File: src/rtl/jump_path_if.sv
// Bundles the controller-facing jump signals: start/geometry in, position/plot/busy/done out.
interface jump_path_if;
  logic       start;
  logic [7:0] c_x;
  logic [6:0] c_y;
  logic [7:0] e_x;
  logic [6:0] e_y;
  logic [7:0] x_out;
  logic [6:0] y_out;
  logic       plot;
  logic       busy;
  logic       done;

  modport master (
    output start, c_x, c_y, e_x, e_y,
    input  x_out, y_out, plot, busy, done
  );

  modport slave (
    input  start, c_x, c_y, e_x, e_y,
    output x_out, y_out, plot, busy, done
  );
endinterface

File: src/rtl/jump_path.sv
// Sprite jump animator: up-right to the apex, down-right back to ground, one plot per step.
// Latency: first plot the cycle after start, then one step every STEP_DIV cycles; done follows landing.
// No backpressure: start is ignored unless idle. JUMP_PATH_HANG_EN adds HANG_TICKS apex hold steps.
module jump_path #(
  parameter int STEP_DIV   = 833333,
  parameter int X_MAX      = 159,
  parameter int HANG_TICKS = 8
) (
  input  logic        clk,
  input  logic        reset,
  jump_path_if.slave  jp
);

  localparam int             CW        = $clog2(STEP_DIV);
  localparam logic [CW-1:0]  STEP_LAST = CW'(STEP_DIV - 1);
  localparam logic [7:0]     X_LIM     = 8'(X_MAX);

  typedef enum logic [2:0] {
    S_IDLE,
    S_LOAD,
    S_RISE,
`ifdef JUMP_PATH_HANG_EN
    S_HANG,
`endif
    S_FALL,
    S_DONE
  } state_t;

  state_t        state;
  logic [CW-1:0] cnt;
  logic [6:0]    apex;
  logic [6:0]    ground;

  logic          step;
  logic [CW-1:0] cnt_next;
  logic [7:0]    x_step;
  logic [6:0]    y_up;
  logic [6:0]    y_dn;

  assign step     = (cnt == STEP_LAST);
  assign cnt_next = step ? '0 : cnt + CW'(1);
  assign x_step   = (jp.x_out >= X_LIM) ? jp.x_out : jp.x_out + 8'd1;
  assign y_up     = jp.y_out - 7'd1;
  assign y_dn     = jp.y_out + 7'd1;

`ifdef JUMP_PATH_HANG_EN
  localparam int             HW        = (HANG_TICKS > 1) ? $clog2(HANG_TICKS) : 1;
  localparam logic [HW-1:0]  HANG_LAST = HW'(HANG_TICKS - 1);
  logic [HW-1:0] hang_cnt;
  logic          unused_ok;
  assign unused_ok = ^jp.e_x;
`else
  logic          unused_ok;
  assign unused_ok = ^{jp.e_x, (HANG_TICKS != 0)};
`endif

  always_ff @(posedge clk) begin
    if (reset) begin
      state     <= S_IDLE;
      cnt       <= '0;
      apex      <= '0;
      ground    <= '0;
      jp.x_out  <= '0;
      jp.y_out  <= '0;
      jp.plot   <= 1'b0;
      jp.busy   <= 1'b0;
      jp.done   <= 1'b0;
`ifdef JUMP_PATH_HANG_EN
      hang_cnt  <= '0;
`endif
    end else begin
      jp.plot <= 1'b0;
      jp.done <= 1'b0;
      case (state)
        S_IDLE: begin
          if (jp.start) begin
            jp.x_out <= jp.c_x;
            jp.y_out <= jp.c_y;
            ground   <= jp.c_y;
            // An apex below ground means the upstream subtraction wrapped: jump to the top row.
            apex     <= (jp.e_y > jp.c_y) ? 7'd0 : jp.e_y;
            jp.busy  <= 1'b1;
            jp.plot  <= 1'b1;
            cnt      <= '0;
            state    <= S_LOAD;
          end
        end
        S_LOAD: begin
          if (apex == ground) begin
            jp.busy <= 1'b0;
            jp.done <= 1'b1;
            state   <= S_IDLE;
          end else begin
            cnt   <= cnt_next;
            state <= S_RISE;
          end
        end
        S_RISE: begin
          cnt <= cnt_next;
          if (step) begin
            jp.x_out <= x_step;
            jp.y_out <= y_up;
            jp.plot  <= 1'b1;
            if (y_up == apex) begin
`ifdef JUMP_PATH_HANG_EN
              hang_cnt <= '0;
              state    <= S_HANG;
`else
              state    <= S_FALL;
`endif
            end
          end
        end
`ifdef JUMP_PATH_HANG_EN
        S_HANG: begin
          cnt <= cnt_next;
          if (step) begin
            if (hang_cnt == HANG_LAST) state <= S_FALL;
            else                       hang_cnt <= hang_cnt + HW'(1);
          end
        end
`endif
        S_FALL: begin
          cnt <= cnt_next;
          if (step) begin
            jp.x_out <= x_step;
            jp.y_out <= y_dn;
            jp.plot  <= 1'b1;
            if (y_dn == ground) state <= S_DONE;
          end
        end
        // Landing position is on screen this cycle; done is raised for the next one.
        S_DONE: begin
          jp.busy <= 1'b0;
          jp.done <= 1'b1;
          state   <= S_IDLE;
        end
        default: state <= S_IDLE;
      endcase
    end
  end

endmodule
File: src/flat_wrapper.sv
// flat-port wrapper written by rule: the top's interface ports become plain ports
module jump_path_flat 
#(
  parameter int STEP_DIV   = 833333,
  parameter int X_MAX      = 159,
  parameter int HANG_TICKS = 8
)
  (clk, reset, jp_start, jp_c_x, jp_c_y, jp_e_x, jp_e_y, jp_x_out, jp_y_out, jp_plot, jp_busy, jp_done);
  jump_path_if jp_i ();
  input  logic clk;
  input  logic reset;
  input wire logic [$bits(jp_i.start)-1:0] jp_start;
  input wire logic [$bits(jp_i.c_x)-1:0] jp_c_x;
  input wire logic [$bits(jp_i.c_y)-1:0] jp_c_y;
  input wire logic [$bits(jp_i.e_x)-1:0] jp_e_x;
  input wire logic [$bits(jp_i.e_y)-1:0] jp_e_y;
  output wire logic [$bits(jp_i.x_out)-1:0] jp_x_out;
  output wire logic [$bits(jp_i.y_out)-1:0] jp_y_out;
  output wire logic [$bits(jp_i.plot)-1:0] jp_plot;
  output wire logic [$bits(jp_i.busy)-1:0] jp_busy;
  output wire logic [$bits(jp_i.done)-1:0] jp_done;
  assign jp_i.start = jp_start;
  assign jp_i.c_x = jp_c_x;
  assign jp_i.c_y = jp_c_y;
  assign jp_i.e_x = jp_e_x;
  assign jp_i.e_y = jp_e_y;
  assign jp_x_out = jp_i.x_out;
  assign jp_y_out = jp_i.y_out;
  assign jp_plot = jp_i.plot;
  assign jp_busy = jp_i.busy;
  assign jp_done = jp_i.done;
  jump_path #(.STEP_DIV(STEP_DIV), .X_MAX(X_MAX), .HANG_TICKS(HANG_TICKS)) u_core (.clk(clk), .reset(reset), .jp(jp_i));
endmodule
File: config.mk
export PLATFORM = sky130hd
export DESIGN_NAME = jump_path_flat
export DESIGN_NICKNAME = d
export VERILOG_FILES = /design/src/rtl/jump_path_if.sv /design/src/rtl/jump_path.sv /design/src/flat_wrapper.sv
export SDC_FILE = /design/constraint.sdc
export NUM_CORES = 1
export LEC_CHECK = 0
export ABC_AREA = 1
export CORE_UTILIZATION = 40
export CTS_CLUSTER_SIZE = 20
export DETAILED_ROUTE_END_ITERATION = 10
export DONT_BUFFER_PORTS = 1
export PLACE_DENSITY = 0.59
export SKIP_LAST_GASP = 1
export SLEW_MARGIN = 0
export SYNTH_ARGS = -nofsm -noshare
export SYNTH_HDL_FRONTEND = slang
export SYNTH_SLANG_ARGS = --single-unit
File: constraint.sdc
create_clock -name clk -period 1.9 [get_ports clk]
set_input_delay 0.19 -clock clk [delete_from_list [all_inputs] [get_ports clk]]
set_output_delay 0.19 -clock clk [all_outputs]
set_load 0.1 [all_outputs]
Yosys cells after proc, flatten, opt, wreduce, memory -nomap -nowiden
Index checks and enable logic that the tools add are counted.
W data, S select, Z words.
{"block": "classes", "addsub": 4, "n_lt_le_gt_ge": 2, "eq_ne": 17, "n_mux": 28, "reduce_logical": 12}
{"operator": "$mux W20", "n": 3}
{"operator": "$pmux W20 S3", "n": 1}
{"operator": "$mux W7", "n": 4}
{"operator": "$mux W8", "n": 3}
{"operator": "$eq A7 B7 Y1", "n": 3}
{"operator": "$pmux W7 S3", "n": 1}
{"operator": "$add A20 B1 Y20 const B", "n": 1}
{"operator": "$eq A20 B20 Y1 const B", "n": 1}
{"operator": "$pmux W8 S2", "n": 1}
{"operator": "$mux W3", "n": 5}
{"operator": "$ne A2 B1 Y1 const B", "n": 6}
{"operator": "$pmux W3 S4", "n": 1}
{"operator": "$reduce_bool A3 Y1", "n": 3}
{"operator": "$add A8 B1 Y8 const B", "n": 1}
{"operator": "$ge A8 B8 Y1 const B", "n": 1}
{"operator": "$reduce_and A4 Y1", "n": 2}
{"operator": "$add A7 B1 Y7 const B", "n": 1}
{"operator": "$gt A7 B7 Y1", "n": 1}
{"operator": "$sub A7 B1 Y7 const B", "n": 1}
{"operator": "$eq A3 B2 Y1 const B", "n": 2}
{"operator": "$ne A2 B2 Y1 const B", "n": 3}
{"operator": "$reduce_and A3 Y1", "n": 2}
{"operator": "$mux W1", "n": 5}
{"operator": "$reduce_and A5 Y1", "n": 1}
{"operator": "other kinds (9)", "n": 10}
{"block": "word_totals", "reg_bits": 55, "input_bits": 33, "word_cells": 72}

Longest topological paths before layout
Gate-level depths: netlist of the first run.
{"block": "depth", "depth_word": 5, "mapped_depth": 16, "mapped_depth_nobuf": 15}

Worst setup path before layout of the first run
No wires, ideal clock.
{"block": "synth_path", "path_kind": "reg-to-reg", "start": "register u_core.jp.y_out[0]", "end": "register u_core.state[0]", "arrival_ns": 2.540, "t_required_ns": 1.788, "slack_ns": -0.752, "path_stages_with_launch": 14, "n_path_buf": 1, "period_less_slack_ns": 2.652, "cell_sequence": "dfxtp_1 -> buf_4 -> clkinv_1 -> ha_1 -> xor2_1 -> nand2_1 -> nor2_1 -> nand3_1 -> nor2_1 -> nand2_1 -> nand2_1 -> nand3_1 -> nor2_1 -> nor2_1"}
{"block": "synth_via", "elab_chain_cells": 4}
{"item": "start: declaration", "line_no": "jump_path_if.sv:21", "source": "output x_out, y_out, plot, busy, done"}
{"item": "start signal: assignment", "line_no": "jump_path.sv:78", "source": "jp.y_out <= jp.c_y;"}
{"item": "start signal: assignment", "line_no": "jump_path.sv:102", "source": "jp.y_out <= y_up;"}
{"item": "start signal: assignment", "line_no": "jump_path.sv:127", "source": "jp.y_out <= y_dn;"}
{"item": "$add A7 B1 Y7 or $sub A7 B1 Y7 (tied branches)", "line_no": "jump_path.sv:44, jump_path.sv:43"}
{"item": "$eq A7 B7 Y1 (on tied branches)", "line_no": "jump_path.sv:129, jump_path.sv:104"}
{"item": "$ne A2 B1 Y1 (no source line)"}
{"item": "$reduce_and A5 Y1 (no source line) (*)"}
{"item": "end signal: assignment", "line_no": "jump_path.sv:129", "source": "if (y_dn == ground) state <= S_DONE;"}
{"item": "end signal: assignment", "line_no": "jump_path.sv:136", "source": "state <= S_IDLE;"}
{"item": "end signal: assignment", "line_no": "jump_path.sv:138", "source": "default: state <= S_IDLE;"}
{"item": "end: declaration", "line_no": "jump_path.sv:29", "source": "state_t state;"}
Mark *: on every way between the ends. The rest lies on a longest branch, timed or not.
A chain may end at the register's enable or synchronous reset.

Worst setup path after layout of the first run
{"block": "layout_path", "start": "register u_core.jp.y_out[2]", "end": "register u_core.state[0]"}
Same word-level chain as after synthesis.

==> flow_summary.rst, run 1 <==
.. list-table::
   :header-rows: 1

   * - Metric
     - Value
   * - Element type at the critical path end
     - register
   * - Weighted congestion reported at the end of routability-driven placement
     - 0.941
   * - Share of the core filled with cells in the final layout
     - 47.2%
   * - Total of flip-flops plus latches after synthesis
     - 55
   * - Number of maximum-capacitance constraint violations
     - 0
   * - Filler cell count
     - 969
   * - Setup slack of the most critical reg-to-reg path
     - 110 ps
   * - Nature of the critical path startpoint
     - register
   * - Congestion Overflow GR
     - 0
   * - Port-buffer cells
     - 0
   * - Unrepaired setup endpoints after global routing
     - yes
   * - Synth Cell Area
     - 3770 um^2
   * - Top-level I/O count
     - 51
   * - Register clock-pin slew on the reported worst setup and hold paths
     - 100 ps
   * - Fin crit share
     - 94.2%
   * - Maximum number of pins on one net before global-route repair
     - 35
   * - Clock Skews
     - 17.6 ps
   * - Number of global-route vias before repair
     - 3546
   * - DR pass1 iterations
     - 5
   * - Final Instance Count excl. Fillers
     - 739
   * - Worst Tran Pin Value
     - 652 ps
   * - Result of the run
     - finished, final reports clean
   * - Initial drt markers
     - 301
   * - Fraction of power consumed by the clock network
     - 14.4%
   * - DRC Markers
     - 0
   * - Standard-cell row count
     - 35
   * - Yosys warning count
     - 0
   * - Die ar.
     - 9820 um^2
   * - Proportion of total power due to net switching
     - 52.1%
   * - Count of inserted antenna diode cells
     - 0
   * - Cells after Synth
     - 599
   * - Final antenna-violating net count
     - 0
   * - Share of post-route cells with drive strength above 1
     - 15.6%
   * - Initial antenna violation count
     - 0
   * - Max-Slew Margin vs Limit
     - 56.5%
   * - CP most frequent cell
     - nand2_1
   * - Routed length per placed instance
     - 14.1 um
   * - Final number of setup-violating endpoints
     - 0
   * - Nets in the synthesized netlist
     - 644
   * - Max Buffers Root-to-Sink
     - 2
   * - Via-to-Cell Ratio
     - 5.34
   * - Data arrival time of the critical path
     - 2000 ps
   * - Power density relative to cell area
     - 1360 nW/um^2
   * - Die width
     - 99.1 um
   * - CTS tree
     - yes
   * - H-tree level count
     - 2
   * - Critical path, cell by cell
     - nor2_1 > nand3_1 > nand2_1 > nand2_1 > nand2_1 > nand2_1 > nor2_1 > nand2_1 > nand2_1 > nand3_2 > nor2_1 > nor2_1
   * - Crit path required time
     - 2110 ps
   * - GRT Overall Usage
     - 21.6%
   * - Die Ht
     - 99.1 um
   * - Net switching power figure
     - 3.08 mW
   * - Seq. cell area
     - 1130 um^2
   * - Crit Path Max Fanout
     - 12
   * - Total half-perimeter wirelength after legalization and detailed placement
     - 7870 um
   * - Highest-count cells in the layout ignoring fill and taps
     - nand2_1, nand3_1, nor2_1
   * - Type of the tightest min-delay check
     - in2reg
   * - Final count of pins violating max slew
     - 0
   * - Area of the core region
     - 9200 um^2
   * - Hold slack
     - 24.6 ps
   * - Number of buffers created by CTS
     - 5
   * - Vias
     - 3949
   * - Wire length of the first global-routing pass
     - 17100 um
   * - Fraction of power consumed by combinational cells
     - 57.7%
   * - Min Clock Period, post-route
     - 1790 ps
   * - Leakage power of the design
     - 1.82 nW
   * - Fmax achieved
     - 559 MHz
   * - Area taken by multi-input logic gates
     - 2360 um^2
   * - Root Buffer
     - clkbuf_8
   * - # clock sinks
     - 55
   * - Fin. Hold Viols
     - 0
   * - Synthesized area per cell
     - 6.30 um^2
   * - Layout-stage area growth over the synthesis result
     - 15.2%
   * - Type of the setup path with the least slack
     - reg2reg
   * - WL final
     - 10400 um
   * - Internal power
     - 2.84 mW
   * - Initial Utilization
     - 41.0%
   * - Number of unique standard cell types used by synthesis
     - 35
   * - Most common cell after layout, fill and taps aside
     - nand2_1
   * - Flop pwr share
     - 27.9%
   * - Worst skew pair latency
     - 320 ps
   * - Post-synthesis sequential area ratio
     - 29.2%
   * - Nets
     - 672
   * - Crit-path slowest cell
     - dfxtp_2
   * - Largest stage delay on the critical path
     - 390 ps
   * - Maximum vdd ir drop
     - 0.797 mV
   * - DP Cell Count
     - 728
[synth_stat cells]
library cell | instances | area share [%]
a21oi_1 | 50 | 6.6
a21oi_2 | 3 | 0.70
a31oi_1 | 1 | 0.17
buf_2 | 9 | 1.2
buf_4 | 1 | 0.20
buf_6 | 3 | 0.90
clkbuf_1 | 10 | 1.0
clkinv_1 | 3 | 0.30
dfxtp_1 | 55 | 29
ha_1 | 12 | 4.0
inv_1 | 51 | 5.1
inv_2 | 10 | 1.0
nand2_1 | 165 | 16
nand2_2 | 1 | 0.17
nand3_1 | 66 | 8.8
nand3b_1 | 2 | 0.40
nand3b_4 | 1 | 0.53
nand4_1 | 21 | 3.5
nor2_1 | 56 | 5.6
nor2_2 | 4 | 0.66
nor2_4 | 1 | 0.30
nor3_1 | 10 | 1.3
nor3_4 | 1 | 0.43
nor4_1 | 2 | 0.33
o211ai_1 | 2 | 0.40
o21a_1 | 3 | 0.60
o21ai_0 | 16 | 2.1
o21ai_1 | 9 | 1.2
o21ai_2 | 2 | 0.46
o221ai_1 | 4 | 0.93
o22ai_1 | 1 | 0.17
or2_1 | 1 | 0.17
or2_2 | 1 | 0.17
xnor2_1 | 6 | 1.4
xor2_1 | 16 | 3.7
[metrics by stage]
step                      total power, mW  worst slack, ps  TNS, ps  cell area [um^2]
after floorplan                      4.21            -6.30    -6.30              3830
after global placement               4.92              149        0              4150
after detailed placement             4.97              140        0              4150
after CTS                            5.86              100        0              4290
after global routing                 6.36            -82.6    -82.6              4340
final                                5.92              110        0              4340
[cell type report]
class / instances / area share (%)
Inverter: 64 / 5.76
Tap cell: 111 / 3.20
Clock inverter: 2 / 0.893
Sequential cell: 55 / 26.0
Clock buffer: 6 / 1.90
Timing Repair Buffer: 44 / 7.89
Multi-Input combinational cell: 457 / 54.4
[worst max-delay path, delay by kind of cell, from the launching register on]
| kind | cells | cell delay (ps) |
|---|---|---|
| simple gates | 12 | 1300 |
| flops | 1 | 390 |
[per-layer routing]
layer  wire length (um)  vias up  share of wire [%]  global-route usage [%]
met5                  0        -                  0                       0
met4                112        0                1.1                    5.32
met3                558       10                5.3                    3.44
met2               4640      123                 45                    34.2
met1               5120     1793                 49                    30.9
li1                   -     2023                  -                       -
[registers in the layout, indices dropped and copies added, names as in the netlist]
signal and cells:
u_core.state 3, u_core.jp.busy 1, u_core.jp.plot 1, u_core.jp.y_out 7, u_core.jp.done 1, u_core.jp.x_out 8, u_core.cnt 20, u_core.ground 7
u_core.apex 7
[cell families (layout without fill, tap and decap cells)]
| family | count (synthesis) | count (layout) | synth area share [%] |
|---|---|---|---|
| buf+inv | 87 | 116 | 9.65 |
| flops | 55 | 55 | 29.2 |
| compound gates | 91 | 91 | 13.4 |
| xor+xnor | 22 | 22 | 5.11 |
| simple gates | 332 | 332 | 38.7 |
| fa+ha+maj | 12 | 12 | 3.98 |
[timing repair]
item	CTS	global route
endpoints found under the hold margin	34	0
buffers inserted	0	2
hold buffers	1	0
endpoints found under the setup margin	0	29
gates resized for setup	0	11
[power groups by stage]
stage / clock network [mW] / registers [mW] / logic, mW
after floorplan: 0 / 2.34 / 1.87
final: 0.855 / 1.65 / 3.42
after global placement: 0 / 1.66 / 3.27
after global routing: 0.924 / 1.68 / 3.76
after CTS: 0.884 / 1.64 / 3.34
after detailed placement: 0 / 1.66 / 3.31
[final timing paths]
check / from / to / depth (start not counted)
worst max-delay path: u_core.jp.y_out[2]$_SDFFE_PP0P_ / u_core.state[0]$_SDFFE_PP0P_ / 12
worst min-delay path: jp_c_y[0] / u_core.ground[0]$_SDFFE_PP0P_ / 2
worst max register to register: u_core.jp.y_out[2]$_SDFFE_PP0P_ / u_core.state[0]$_SDFFE_PP0P_ / 12
worst min register to register: u_core.jp.busy$_SDFFE_PP0P_ / u_core.jp.busy$_SDFFE_PP0P_ / 2
Note: power is estimated with default switching activity, not from simulation.
==> inputs of run 2 (changes only) <==
--- a/config.mk
+++ b/config.mk
@@ -10,7 +10,7 @@
 export CTS_CLUSTER_SIZE = 20
 export DETAILED_ROUTE_END_ITERATION = 10
 export DONT_BUFFER_PORTS = 1
-export PLACE_DENSITY = 0.59
+export PLACE_DENSITY_LB_ADDON = 0.15
 export SKIP_LAST_GASP = 1
 export SLEW_MARGIN = 0
 export SYNTH_ARGS = -nofsm -noshare
==> run 2 against run 1 <==
Effect of this change: combinational power grew 4%; global-route usage grew 0.58 points; register-to-register slack lost 30 ps; clock-buffer cell count shrank 1; via count is the same; power shrank 0.31%; non-clock buffer count grew 8; cell count grew 1.2%; clock power shrank 16%; sequential cell count is the same; critical path type unchanged; critical endpoint is now u_core.state[1]$_SDFFE_PP0P_; highest routed layer unchanged.
==> flow_summary.rst, run 2 (same netlist as run 1, synthesis figures left out) <==
.. list-table::
   :header-rows: 1

   * - Metric
     - Value
   * - Result of the run
     - finished, final reports clean
   * - Fin. Hold Viols
     - 0
   * - WL final
     - 10400 um
   * - Wire length of the first global-routing pass
     - 17500 um
   * - Critical path, cell by cell
     - buf_4 > nand3_1 > nand2_1 > nand2_1 > nand2_1 > nand2_1 > nor2_1 > nand3_1 > nand2_1 > nand3_2 > nor2_2 > nor2_1
   * - DRC Markers
     - 0
   * - Initial antenna violation count
     - 0
   * - Standard cell area after detailed placement
     - 4170 um^2
   * - Via-to-Cell Ratio
     - 5.28
   * - Max layer used
     - met4
   * - Crit path required time
     - 2130 ps
   * - Number of buffers created by CTS
     - 5
   * - Nature of the critical path startpoint
     - register
   * - Filler cell count
     - 945
   * - Fraction of power consumed by the clock network
     - 12.1%
   * - Share of post-route cells with drive strength above 1
     - 17.3%
   * - Total half-perimeter wirelength after legalization and detailed placement
     - 7820 um
   * - Most common cell after layout, fill and taps aside
     - nand2_1
   * - H-tree level count
     - 2
   * - Seq. cell area
     - 1130 um^2
   * - Data arrival time of the critical path
     - 2050 ps
   * - Congestion Overflow GR
     - 0
   * - Routed wl met2
     - 4630 um
   * - Element type at the critical path end
     - register
   * - Clock Skews
     - 22.9 ps
   * - Area taken by multi-input logic gates
     - 2370 um^2
   * - Highest-count cells in the layout ignoring fill and taps
     - nand2_1, nand3_1, nor2_1
   * - Vias
     - 3949
   * - M1 WL
     - 5210 um
   * - GRT Overall Usage
     - 22.2%
   * - Crit-path slowest cell
     - dfxtp_4
   * - Initial Utilization
     - 41.0%
   * - Area of the core region
     - 9200 um^2
   * - Leakage power of the design
     - 1.85 nW
   * - Final Worst Setup Slack
     - 85.3 ps
   * - Number of maximum-capacitance constraint violations
     - 0
   * - Final count of pins violating max slew
     - 0
   * - Crit Path Max Fanout
     - 7
   * - Fmax achieved
     - 551 MHz
   * - Fin crit share
     - 95.5%
   * - CP most frequent cell
     - nand2_1
   * - Weighted congestion reported at the end of routability-driven placement
     - 0.865
   * - Power consumption
     - 5.90 mW
   * - Layout-stage area growth over the synthesis result
     - 16.7%
   * - DR pass1 iterations
     - 5
   * - Largest stage delay on the critical path
     - 430 ps
   * - Die Ht
     - 99.1 um
   * - Initial drt markers
     - 245
   * - Fraction of power consumed by combinational cells
     - 60.2%
   * - Port-buffer cells
     - 0
   * - DP Cell Count
     - 731
   * - Final std cell area, no fill
     - 4400 um^2
   * - Root Buffer
     - clkbuf_8
   * - Die ar.
     - 9820 um^2
   * - Top-level I/O count
     - 51
   * - Routed length per placed instance
     - 14.0 um
   * - Flop pwr share
     - 27.7%
   * - Worst Tran Pin Value
     - 630 ps
   * - Post-place setup slack
     - -25.2 ps
   * - Worst skew pair latency
     - 320 ps
   * - Register clock-pin slew on the reported worst setup and hold paths
     - 120 ps
   * - Final antenna-violating net count
     - 0
   * - Power density relative to cell area
     - 1340 nW/um^2
   * - Number of global-route vias before repair
     - 3663
   * - Internal power
     - 2.76 mW
   * - Max Buffers Root-to-Sink
     - 2
   * - Final number of setup-violating endpoints
     - 0
   * - Proportion of total power due to net switching
     - 53.2%
   * - Max-Slew Margin vs Limit
     - 57.9%
   * - Wire length on met3
     - 531 um
   * - Maximum number of pins on one net before global-route repair
     - 35
   * - Count of inserted antenna diode cells
     - 0
   * - Final Instance Count excl. Fillers
     - 748
   * - Type of the setup path with the least slack
     - reg2reg
   * - Die width
     - 99.1 um
   * - Hold slack
     - 22.1 ps
   * - # clock sinks
     - 55
   * - Largest registers
     - u_core.cnt (20), u_core.jp.x_out (8)
   * - Min Clock Period, post-route
     - 1810 ps
   * - Standard-cell row count
     - 35
   * - CTS tree
     - yes
   * - Maximum vdd ir drop
     - 0.720 mV
   * - Net switching power figure
     - 3.14 mW
   * - Nets
     - 681
   * - Unrepaired setup endpoints after global routing
     - yes
   * - Register with the highest flop count
     - u_core.cnt
   * - Max reg flops
     - 20
   * - Type of the tightest min-delay check
     - in2reg
-- run 2: through the flow --
step	TNS, ps	utilization (%)
2_1_floorplan	-6.30	-
3_3_place_gp	0	45.3
3_5_place_dp	-25.2	45.3
4_1_cts	0	46.8
5_1_grt	-338	47.9
6_report	0	47.9
-- run 2: final cells by class --
| cell class | count | share of cell area (%) |
|---|---|---|
| multi-input combinational | 458 | 54.0 |
| sequential | 55 | 25.6 |
| timing repair buffer | 52 | 9.30 |
| inverter | 64 | 5.74 |
| tap | 111 | 3.16 |
| clock buffer | 5 | 1.56 |
| clock inverter | 3 | 0.654 |
-- run 2: routing by layer --
metal | track usage [%] | vias up
li1 | - | 2045
met1 | 31.7 | 1794
met2 | 35.8 | 104
met3 | 3.79 | 6
met4 | 3.62 | 0
met5 | 0 | -
-- run 2: worst paths after layout --
path                                                 startpoint                         endpoint  slack, ps  cells after the start
worst max-delay path            u_core.jp.y_out[0]$_SDFFE_PP0P_     u_core.state[1]$_SDFFE_PP0P_         90                     12
worst min-delay path                                  jp_c_y[0]  u_core.jp.y_out[0]$_SDFFE_PP0P_         20                      2
worst max register to register  u_core.jp.y_out[0]$_SDFFE_PP0P_     u_core.state[1]$_SDFFE_PP0P_         90                     12
worst min register to register      u_core.jp.busy$_SDFFE_PP0P_      u_core.jp.busy$_SDFFE_PP0P_        480                      2
-- run 2: power by group through the flow --
stage	registers, mW	logic (mW)	clock network, mW
2_1_floorplan	2.34	1.87	0
3_3_place_gp	1.65	3.31	0
3_5_place_dp	1.66	3.34	0
4_1_cts	1.63	3.38	0.744
5_1_grt	1.67	3.91	0.783
6_report	1.64	3.55	0.716
-- run 2: timing repair --
item	4_1_cts	5_1_grt
hold buffers	2	0
gates resized for setup	2	16
gates cloned	0	1
setup buffers	0	6
endpoints found under the hold margin	34	0
pin swaps	0	9
setup endpoints to repair	2	34
-- run 2: worst max-delay path: cells and delay by family, from the launching register on --
kind	cells	cell delay, ps
and+or+nand+nor	11	970
DFF	1	430
buffers and inverters	1	330
==> inputs of run 3 (changes only) <==
--- a/config.mk
+++ b/config.mk
@@ -6,6 +6,8 @@
 export NUM_CORES = 1
 export LEC_CHECK = 0
 export ABC_AREA = 1
+export CELL_PAD_IN_SITES_DETAIL_PLACEMENT = 1
+export CELL_PAD_IN_SITES_GLOBAL_PLACEMENT = 1
 export CORE_UTILIZATION = 40
 export CTS_CLUSTER_SIZE = 20
 export DETAILED_ROUTE_END_ITERATION = 10
==> run 3 against run 2 <==
Effect of this change: sequential cell count stayed put; final area rose by 0.97%; clock skew shrank 16 ps; non-clock buffer count grew 6; combinational power rose by 4%; highest routed layer unchanged; first-iteration DRC count fell by 45%; critical path depth is 2 higher.
==> flow_summary.rst, run 3 (same netlist as run 1, synthesis figures left out) <==
.. list-table::
   :header-rows: 1

   * - Metric
     - Value
   * - Result of the run
     - finished, final reports clean
   * - # clock sinks
     - 55
   * - Fmax achieved
     - 538 MHz
   * - Port-buffer cells
     - 0
   * - Maximum vdd ir drop
     - 0.727 mV
   * - Worst skew pair latency
     - 310 ps
   * - Share of post-route cells with drive strength above 1
     - 18.8%
   * - Register with the highest flop count
     - u_core.cnt
   * - Hold slack
     - 9.24 ps
   * - Unrepaired setup endpoints after global routing
     - yes
   * - Area of the core region
     - 9200 um^2
   * - Nature of the critical path startpoint
     - register
   * - Number of buffers created by CTS
     - 5
   * - Max Buffers Root-to-Sink
     - 2
   * - Combined buffer and inverter count along the critical path
     - 2
   * - Register clock-pin slew on the reported worst setup and hold paths
     - 110 ps
   * - Layout-stage area growth over the synthesis result
     - 17.8%
   * - DRC Markers
     - 0
   * - Crit-path slowest cell
     - dfxtp_4
   * - Crit Path Max Fanout
     - 7
   * - Largest registers
     - u_core.cnt (20), u_core.jp.x_out (8)
   * - Crit path required time
     - 2120 ps
   * - Initial drt markers
     - 134
   * - Top delay family on crit path
     - simple AND/OR/NAND/NOR gates
   * - Min Clock Period, post-route
     - 1860 ps
   * - Top-level I/O count
     - 51
   * - H-tree level count
     - 2
   * - Max-Slew Margin vs Limit
     - 54.9%
   * - WL final
     - 12600 um
   * - Die width
     - 99.1 um
   * - Final number of setup-violating endpoints
     - 0
   * - Power density relative to cell area
     - 1350 nW/um^2
   * - Number of global-route vias before repair
     - 4206
   * - Weighted congestion reported at the end of routability-driven placement
     - 0.871
   * - Number of maximum-capacitance constraint violations
     - 0
   * - Fin crit share
     - 97.7%
   * - Die ar.
     - 9820 um^2
   * - Max reg flops
     - 20
   * - Most common cell after layout, fill and taps aside
     - nand2_1
   * - Nets
     - 686
   * - Wire length of the first global-routing pass
     - 20500 um
   * - Highest-count cells in the layout ignoring fill and taps
     - nand2_1, nand3_1, buf_4
   * - Congestion Overflow GR
     - 0
   * - Fin. Hold Viols
     - 0
   * - Standard-cell row count
     - 35
   * - Die Ht
     - 99.1 um
   * - Type of the setup path with the least slack
     - reg2reg
   * - Element type at the critical path end
     - register
   * - GRT Overall Usage
     - 26.1%
   * - Maximum number of pins on one net before global-route repair
     - 34
   * - Setup slack of the most critical reg-to-reg path
     - 40 ps
   * - Leakage power of the design
     - 1.87 nW
   * - Final count of pins violating max slew
     - 0
   * - Vias
     - 4121
   * - Worst Tran Pin Value
     - 676 ps
   * - Initial Utilization
     - 41.0%
   * - Critical path, cell by cell
     - clkinv_4 > ha_4 > inv_1 > nand2_1 > nand3_1 > nand2_1 > nor2_2 > nand3_1 > nor2_1 > nand2_1 > nand2_2 > nand3_2 > nor2_1 > nor2_1
   * - Power consumption
     - 6.01 mW
   * - Clock Skews
     - 6.50 ps
   * - Final antenna-violating net count
     - 0
   * - Root Buffer
     - clkbuf_8
   * - Largest stage delay on the critical path
     - 400 ps
   * - Total half-perimeter wirelength after legalization and detailed placement
     - 9360 um
   * - Count of inserted antenna diode cells
     - 0
   * - Data arrival time of the critical path
     - 2080 ps
   * - Via-to-Cell Ratio
     - 5.47
   * - Initial antenna violation count
     - 0
   * - CTS tree
     - yes
   * - Type of the tightest min-delay check
     - in2reg
   * - DR pass1 iterations
     - 4
   * - Routed length per placed instance
     - 16.7 um
-- run 3: worst reg2reg max path, stage by stage, from the launching register on --
cell and delay, ps:
dfxtp_4 400, clkinv_4 60, ha_4 180, inv_1 90
nand2_1 80, nand3_1 80, nand2_1 90, nor2_2 120
nand3_1 90, nor2_1 90, nand2_1 90, nand2_2 80
nand3_2 100, nor2_1 140, nor2_1 50
-- run 3: final cells by class --
cell class                      instances  area [um^2]
Clock buffer                            6         72.6
Inverter                               64          253
Timing Repair Buffer                   58          460
Multi-Input combinational cell        457         2370
Tap cell                              111          139
Fill cell                            1286         4750
Sequential cell                        55         1130
Clock inverter                          2         12.5
-- run 3: what timing repair did --
item	4_1_cts	5_1_grt
setup buffers	1	4
setup endpoints to repair	33	31
hold buffers	1	0
resized for setup	4	18
pin swaps	1	3
endpoints found under the hold margin	33	0
-- run 3: power breakdown --
| part | total, mW | internal (mW) | switching (mW) |
|---|---|---|---|
| clock | 0.676 | 0.260 | 0.416 |
| combinational | 3.69 | 1.15 | 2.54 |
| sequential | 1.65 | 1.39 | 0.256 |
| total | 6.01 | 2.80 | 3.21 |
-- run 3: path summary, 6_finish.rpt --
path / endpoint / cells past startpoint / start
setup / recovery: u_core.state[0]$_SDFFE_PP0P_ / 14 / u_core.jp.y_out[0]$_SDFFE_PP0P_
hold / removal: u_core.jp.x_out[5]$_SDFFE_PP0P_ / 2 / reset
setup reg to reg: u_core.state[0]$_SDFFE_PP0P_ / 14 / u_core.jp.y_out[0]$_SDFFE_PP0P_
hold reg to reg: u_core.cnt[13]$_SDFFE_PP0P_ / 2 / u_core.cnt[13]$_SDFFE_PP0P_
-- run 3: metrics by stage --
step	util [%]	setup slack, ps	TNS [ps]	instance area [um^2]	std cells
floorplan	-	-6.30	-6.30	3830	599
global placement	46.0	-14.6	-22.0	4230	739
detailed placement	46.0	-98.3	-526	4230	739
CTS	47.4	17.1	0	4360	749
global route	48.3	-89.8	-185	4440	753
finish	48.3	43.0	0	4440	753
-- run 3: routing by layer --
layer | up-vias | global-route usage (%) | share of wire (%)
met5 | - | 0 | 0
met4 | 0 | 6.56 | 1.0
met3 | 13 | 3.72 | 5.4
met2 | 102 | 43.3 | 46
met1 | 1952 | 35.9 | 48
li1 | 2054 | - | -
